--- src/rtl/stopwatch_pkg.sv ---
// stopwatch_pkg -- shared types and constants for the stopwatch control slice.
//   state_t                 : FSM state encoding (IDLE/RUNNING/PAUSED, 2'b11 illegal)
//   DEBOUNCE_CYCLES_DEFAULT : default debounce hold time (10 ms at 100 MHz)
//   DEBOUNCE_CNT_W          : width of the debounce hold counter
package stopwatch_pkg;

    typedef enum logic [1:0] {
        ST_IDLE    = 2'b00,
        ST_RUNNING = 2'b01,
        ST_PAUSED  = 2'b10
    } state_t;

    localparam int DEBOUNCE_CYCLES_DEFAULT = 1000000;
    localparam int DEBOUNCE_CNT_W          = 20;

endpackage

--- src/rtl/stopwatch_ctrl_btn_debounce.sv ---
// btn_debounce -- 2-flop synchronizer, hold-time debouncer and press detector
// for one raw pushbutton.
//   clock  : system clock, rising edge
//   reset  : asynchronous active-low reset
//   btn    : raw asynchronous button level (active-high)
//   press  : registered one-cycle pulse on the debounced 0->1 edge
// Press-to-pulse latency is 2 + DEBOUNCE_CYCLES + 1 cycles.
module btn_debounce
    import stopwatch_pkg::*;
#(
    parameter int DEBOUNCE_CYCLES = DEBOUNCE_CYCLES_DEFAULT
) (
    input  logic clock,
    input  logic reset,
    input  logic btn,
    output logic press
);

    localparam logic [DEBOUNCE_CNT_W-1:0] CNT_LAST = DEBOUNCE_CNT_W'(DEBOUNCE_CYCLES - 1);

    logic                      sync_p0;
    logic                      sync_p1;
    logic                      stable;
    logic                      stable_d;
    logic [DEBOUNCE_CNT_W-1:0] cnt;

    always_ff @(posedge clock or negedge reset) begin
        if (!reset) begin
            sync_p0  <= 1'b0;
            sync_p1  <= 1'b0;
            stable   <= 1'b0;
            stable_d <= 1'b0;
            cnt      <= '0;
            press    <= 1'b0;
        end else begin
            // synchronizer stage boundary
            sync_p0  <= btn;
            sync_p1  <= sync_p0;
            // The counter only runs while the synchronized level differs from
            // the accepted level; any bounce back to the accepted level
            // restarts the hold time from zero.
            if (sync_p1 == stable) begin
                cnt <= '0;
            end else if (cnt == CNT_LAST) begin
                stable <= sync_p1;
                cnt    <= '0;
            end else begin
                cnt <= cnt + 1'b1;
            end
            // edge-detect stage boundary: release produces nothing
            stable_d <= stable;
            press    <= stable & ~stable_d;
        end
    end

endmodule

--- src/rtl/stopwatch_ctrl.sv ---
// stopwatch_ctrl -- start/stop/clear control for a stopwatch counter.
//   clock     : 100 MHz system clock, rising edge
//   reset     : asynchronous active-low reset
//   btn_start : raw start/stop pushbutton (active-high)
//   btn_clear : raw clear pushbutton (active-high)
//   start     : registered run level, 1 exactly while state == RUNNING
//   clear     : registered one-cycle pulse that zeroes the downstream digits
//   state     : current FSM state (00 IDLE, 01 RUNNING, 10 PAUSED)
// Optional feature, macro STOPWATCH_LAP_EN:
//   btn_lap   : raw lap pushbutton, debounced like the others
//   hold      : lap display hold, toggled by lap presses while RUNNING
module stopwatch_ctrl
    import stopwatch_pkg::*;
#(
    parameter int DEBOUNCE_CYCLES = DEBOUNCE_CYCLES_DEFAULT
) (
    input  logic       clock,
    input  logic       reset,
    input  logic       btn_start,
    input  logic       btn_clear,
    output logic       start,
    output logic       clear,
    output logic [1:0] state
`ifdef STOPWATCH_LAP_EN
    ,
    input  logic       btn_lap,
    output logic       hold
`endif
);

    logic   start_evt;
    logic   clear_evt;
    state_t st;

    btn_debounce #(.DEBOUNCE_CYCLES(DEBOUNCE_CYCLES)) u_db_start (
        .clock (clock),
        .reset (reset),
        .btn   (btn_start),
        .press (start_evt)
    );

    btn_debounce #(.DEBOUNCE_CYCLES(DEBOUNCE_CYCLES)) u_db_clear (
        .clock (clock),
        .reset (reset),
        .btn   (btn_clear),
        .press (clear_evt)
    );

`ifdef STOPWATCH_LAP_EN
    logic lap_evt;

    btn_debounce #(.DEBOUNCE_CYCLES(DEBOUNCE_CYCLES)) u_db_lap (
        .clock (clock),
        .reset (reset),
        .btn   (btn_lap),
        .press (lap_evt)
    );
`endif

    assign state = st;

    // start and clear are registered alongside the state so that start tracks
    // RUNNING exactly and clear can only fire on a transition into IDLE.
    always_ff @(posedge clock or negedge reset) begin
        if (!reset) begin
            st    <= ST_IDLE;
            start <= 1'b0;
            clear <= 1'b0;
`ifdef STOPWATCH_LAP_EN
            hold  <= 1'b0;
`endif
        end else begin
            clear <= 1'b0;
`ifdef STOPWATCH_LAP_EN
            hold  <= 1'b0;
`endif
            case (st)
                ST_IDLE: begin
                    // clear has priority over start when both arrive together
                    if (clear_evt) begin
                        st    <= ST_IDLE;
                        start <= 1'b0;
                        clear <= 1'b1;
                    end else if (start_evt) begin
                        st    <= ST_RUNNING;
                        start <= 1'b1;
                    end else begin
                        start <= 1'b0;
                    end
                end
                ST_RUNNING: begin
                    // clear is ignored while running; start pauses
                    if (start_evt) begin
                        st    <= ST_PAUSED;
                        start <= 1'b0;
                    end else begin
                        start <= 1'b1;
`ifdef STOPWATCH_LAP_EN
                        hold  <= lap_evt ? ~hold : hold;
`endif
                    end
                end
                ST_PAUSED: begin
                    if (clear_evt) begin
                        st    <= ST_IDLE;
                        start <= 1'b0;
                        clear <= 1'b1;
                    end else if (start_evt) begin
                        st    <= ST_RUNNING;
                        start <= 1'b1;
                    end else begin
                        start <= 1'b0;
                    end
                end
                default: begin
                    st    <= ST_IDLE;
                    start <= 1'b0;
                end
            endcase
        end
    end

endmodule

--- config.mk ---
export PLATFORM = sky130hd
export DESIGN_NAME = stopwatch_ctrl
export DESIGN_NICKNAME = d
export VERILOG_FILES = /design/src/rtl/stopwatch_pkg.sv /design/src/rtl/stopwatch_ctrl_btn_debounce.sv /design/src/rtl/stopwatch_ctrl.sv
export SDC_FILE = /design/constraint.sdc
export NUM_CORES = 1
export LEC_CHECK = 0
export ABC_AREA = 1
export CAP_MARGIN = 20
export CORE_ASPECT_RATIO = 1.1
export CORE_MARGIN = 2
export CORE_UTILIZATION = 60
export DETAILED_ROUTE_END_ITERATION = 12
export GPL_TIMING_DRIVEN = 0
export PLACE_DENSITY = 0.78
export SLEW_MARGIN = 40
export SYNTH_ARGS = -nofsm -noshare
export SYNTH_HDL_FRONTEND = slang
export SYNTH_SLANG_ARGS = --single-unit
--- constraint.sdc ---
create_clock -name clock -period 1.55 [get_ports clock]
set_clock_uncertainty 0.1 [all_clocks]
set_input_delay 0.2325 -clock clock [delete_from_list [all_inputs] [get_ports clock]]
set_output_delay 0.2325 -clock clock [all_outputs]
set_load 0.005 [all_outputs]
==> results of run 1 <==
synthesized netlist by cell type (all sizes together) (2+ instances only):
cell	instances	area, um2
xnor2	6	52.6
buf	3	17.5
nand4	5	31.3
dfrtp	54	1350
nor3	5	25.0
nor2	95	419
nand2	56	230
o22ai	2	12.5
a21oi	6	30.0
nand3	34	193
inv	30	113
xor2	16	155
o21ai	5	25.0
ha	2	25.0
area by class of cell:
type | instances | share of cell area
buffer | 2 | 0.00395
clock buffer | 5 | 0.0217
clock inverter | 3 | 0.0217
inverter | 30 | 0.0355
multi-input combinational | 239 | 0.424
sequential | 54 | 0.427
tap | 54 | 0.0213
timing repair buffer | 15 | 0.0450
power by group:
| part | switching [mW] | internal, mW |
|---|---|---|
| combinational | 0.0665 | 0.0420 |
| sequential | 0.0165 | 1.43 |
| clock | 0.457 | 0.647 |
final timing paths:
| kind | start | endpoint | slack [ps] | cells past startpoint |
|---|---|---|---|---|
| worst max-delay path | state[1]$_DFFE_PN0P_ | state[1] | 60 | 1 |
| worst max register to register | u_db_start.cnt[5]$_DFF_PN0_ | u_db_start.cnt[15]$_DFF_PN0_ | 70 | 6 |
| min in group clock | btn_clear | u_db_clear.sync_p0$_DFF_PN0_ | 270 | 1 |
| worst min-delay path | reset | u_db_start.cnt[8]$_DFF_PN0_ | 190 | 2 |
| worst min register to register | u_db_start.sync_p0$_DFF_PN0_ | u_db_start.sync_p1$_DFF_PN0_ | 280 | 0 |
| max in group asynchronous | reset | u_db_clear.cnt[10]$_DFF_PN0_ | 700 | 3 |
logic make-up (layout without fill, tap and decap cells):
kind of cell	count (synthesis)	after routing	synth area share
AND/OR/NAND/NOR	199	199	0.341
flip-flops	54	54	0.494
buffers and inverters	33	55	0.0476
XOR/XNOR	22	22	0.0760
AO/OA/AOI/OAI	16	16	0.0325
adder cells (fa/ha/maj)	2	2	0.00915
metrics by stage:
stage               TNS, ps  instances   util  total power [mW]  setup slack, ps
floorplan                 0        326      -              1.51              202
finish                    0        402  0.729              2.65             57.1
global route          -37.9        402  0.729              2.75            -18.3
CTS                       0        398  0.702              2.67             30.7
global placement     -76360        387  0.660              1.55            -1420
detailed placement        0        388  0.664              1.56             1.53
layer usage:
layer  wire [um]  vias up  GRT usage
met5           0        -          0
met4         157        0      0.113
met3         161       16     0.0463
met2        2900       44      0.431
met1        2230     1047      0.277
li1            -     1074          -
repair_timing:
action                     CTS  global route
setup buffers                1             5
gates resized for setup      2            21
setup endpoints to repair    4            29
pin swaps                    0             9
hold endpoints to repair    54             0
hold buffers                 1             0
==> out/summary.md, run 1 <==
The run finished with clean final reports. The maximum number of pins on one net before global-route repair came out at 44. Post-layout instance area: 3170 um2.

The library cells used most frequently in the layout, excluding fill and tap cells, are sky130_fd_sc_hd__nor2_1, sky130_fd_sc_hd__dfrtp_1, sky130_fd_sc_hd__nand2_1. The placed instances occupy a cell area of 2890 um2. The initial antenna violation count came out at 0. The multi-input combinational cells in the finished layout cover a total of 1350 um2. After the first detailed-routing iteration, the DRC count stood at 134. The tightest hold margin is 192 ps, and the final layout net count is 353. The share of post-route cells with drive strength above 1 came out at 0.175. The die outline height was 74.8 um.

After floorplanning, the core was sized to cover 4350 um2. The run gives 1160 ps as the data arrival at the endpoint of the critical path. The H-tree was split into 2 levels.

On the worst path, the slowest cell contributes a delay of 500 ps. Based on the critical path, the design can be clocked at up to 670 MHz. Subtracting the final worst setup slack from the clock period gives 1490 ps. The post-detailed-route wirelength per cell is 13.6 um. The cell family contributing the most delay on the critical path is buffers and inverters.

The floorplan has 25 rows. The run gives 0 as the number of max-slew violations in the final report. Port buffering added 7 buffers.

The mapped netlist covers 2730 um2. The final layout contains routed wiring with a total length of 5460 um. The run gives 2181 as the total via count in the routed design. For this design, the slowest cell found on the critical path is sky130_fd_sc_hd__clkdlybuf4s50_1. The count of flip-flops with a built-in enable after synthesis was 0; the number of max-cap violations was 0. The kind of end point of the critical path was an output port. STA puts the critical path data required time at 1220 ps. The number of global-route vias before repair is 2172. The run gives 9260 um as the first-pass GRT wire length.

The die covers 5110 um2. The final count of negative-setup-slack endpoints was 0; the die outline width was 68.4 um. TritonCTS built the clock tree. Number of unique standard cell types used by synthesis: 30. The average instance in the mapped netlist occupies 8.39 um2.

During synthesis, Yosys emitted a total of 0 warnings. The tools report the clock network latency to the later pin of the worst-skew pair as 310 ps. Pin placement for this block handled 8 I/O pins. No sink is reached through more buffers than the 2 on the longest clock path. The number of optimization iterations in the first detailed-route pass is 4, and the layout-stage area growth over the synthesis result is 16.0%. Clock-pin slew was measured on the worst setup and hold paths at 100 ps.

The weighted congestion at the end of routability-driven global placement is 0.854. The library cell used most frequently in the layout, excluding fill and tap cells, is sky130_fd_sc_hd__nor2_1. By startpoint and endpoint, the worst setup path is classified as reg2out. The register area share after synthesis came out at 0.494. The aggregate global-route resource usage is 0.242.

The min-delay analysis places its worst path in the category in2async. Relative slew slack: 0.707. For the pin with the worst max-slew slack, the measured transition is 440 ps. The share of flip-flops with an asynchronous set or reset after synthesis is 1.00, and the remaining global-route overflow is 0. Summing all flip-flop and latch instances after layout gives 1350 um2. Fill cells in the final layout number 327.

The critical path goes through clkdlybuf4s50_1. The areal power density over the cells came out at 837 nW/um2. The most used flip-flop cell after synthesis is sky130_fd_sc_hd__dfrtp_1.

The logs give 0.774 mV for the maximum vdd ir drop and 0 for the number of antenna cells inserted. Clock root buffer: sky130_fd_sc_hd__clkbuf_8. Using the TritonRoute via totals, the vias-per-cell ratio works out to 5.43.

The tools report the number of hold violations in the final report as 0. Synthesis inferred 54 register bits. The run gives 3910 um as the detailed placer's ending HPWL. STA classifies the critical path startpoint as a flip-flop. Once detail routing completed, the nets flagged for antenna violations numbered 0. The effective utilization at floorplan was 0.629.

The buffers plus inverters on the worst setup path is 1. Buffers inserted during clock tree synthesis total 5. The share of the clock period used by the worst path works out to 0.963. In the routed design, unresolved DRC markers number 0. In the synthesized netlist, the number of instances is 326.

For this design the static power due to leakage is 1.31 nW. Along the worst path, the maximum fanout reaches 2. The number of sinks handled by clock tree synthesis is 54.

The post-synth net total was 332.
No activity file was read; power rests on OpenSTA's default activity.
==> run 2, diff against run 1 <==
--- a/config.mk
+++ b/config.mk
@@ -6,10 +6,12 @@
 export NUM_CORES = 1
 export LEC_CHECK = 0
 export ABC_AREA = 1
+export ABC_CLOCK_PERIOD_IN_PS = 1550
 export CAP_MARGIN = 20
 export CORE_ASPECT_RATIO = 1.1
 export CORE_MARGIN = 2
 export CORE_UTILIZATION = 60
+export CTS_CLUSTER_DIAMETER = 40
 export DETAILED_ROUTE_END_ITERATION = 12
 export GPL_TIMING_DRIVEN = 0
 export PLACE_DENSITY = 0.78
==> results of run 2 <==
No change in the layout: final DEF, timing and power equal those of run 1.
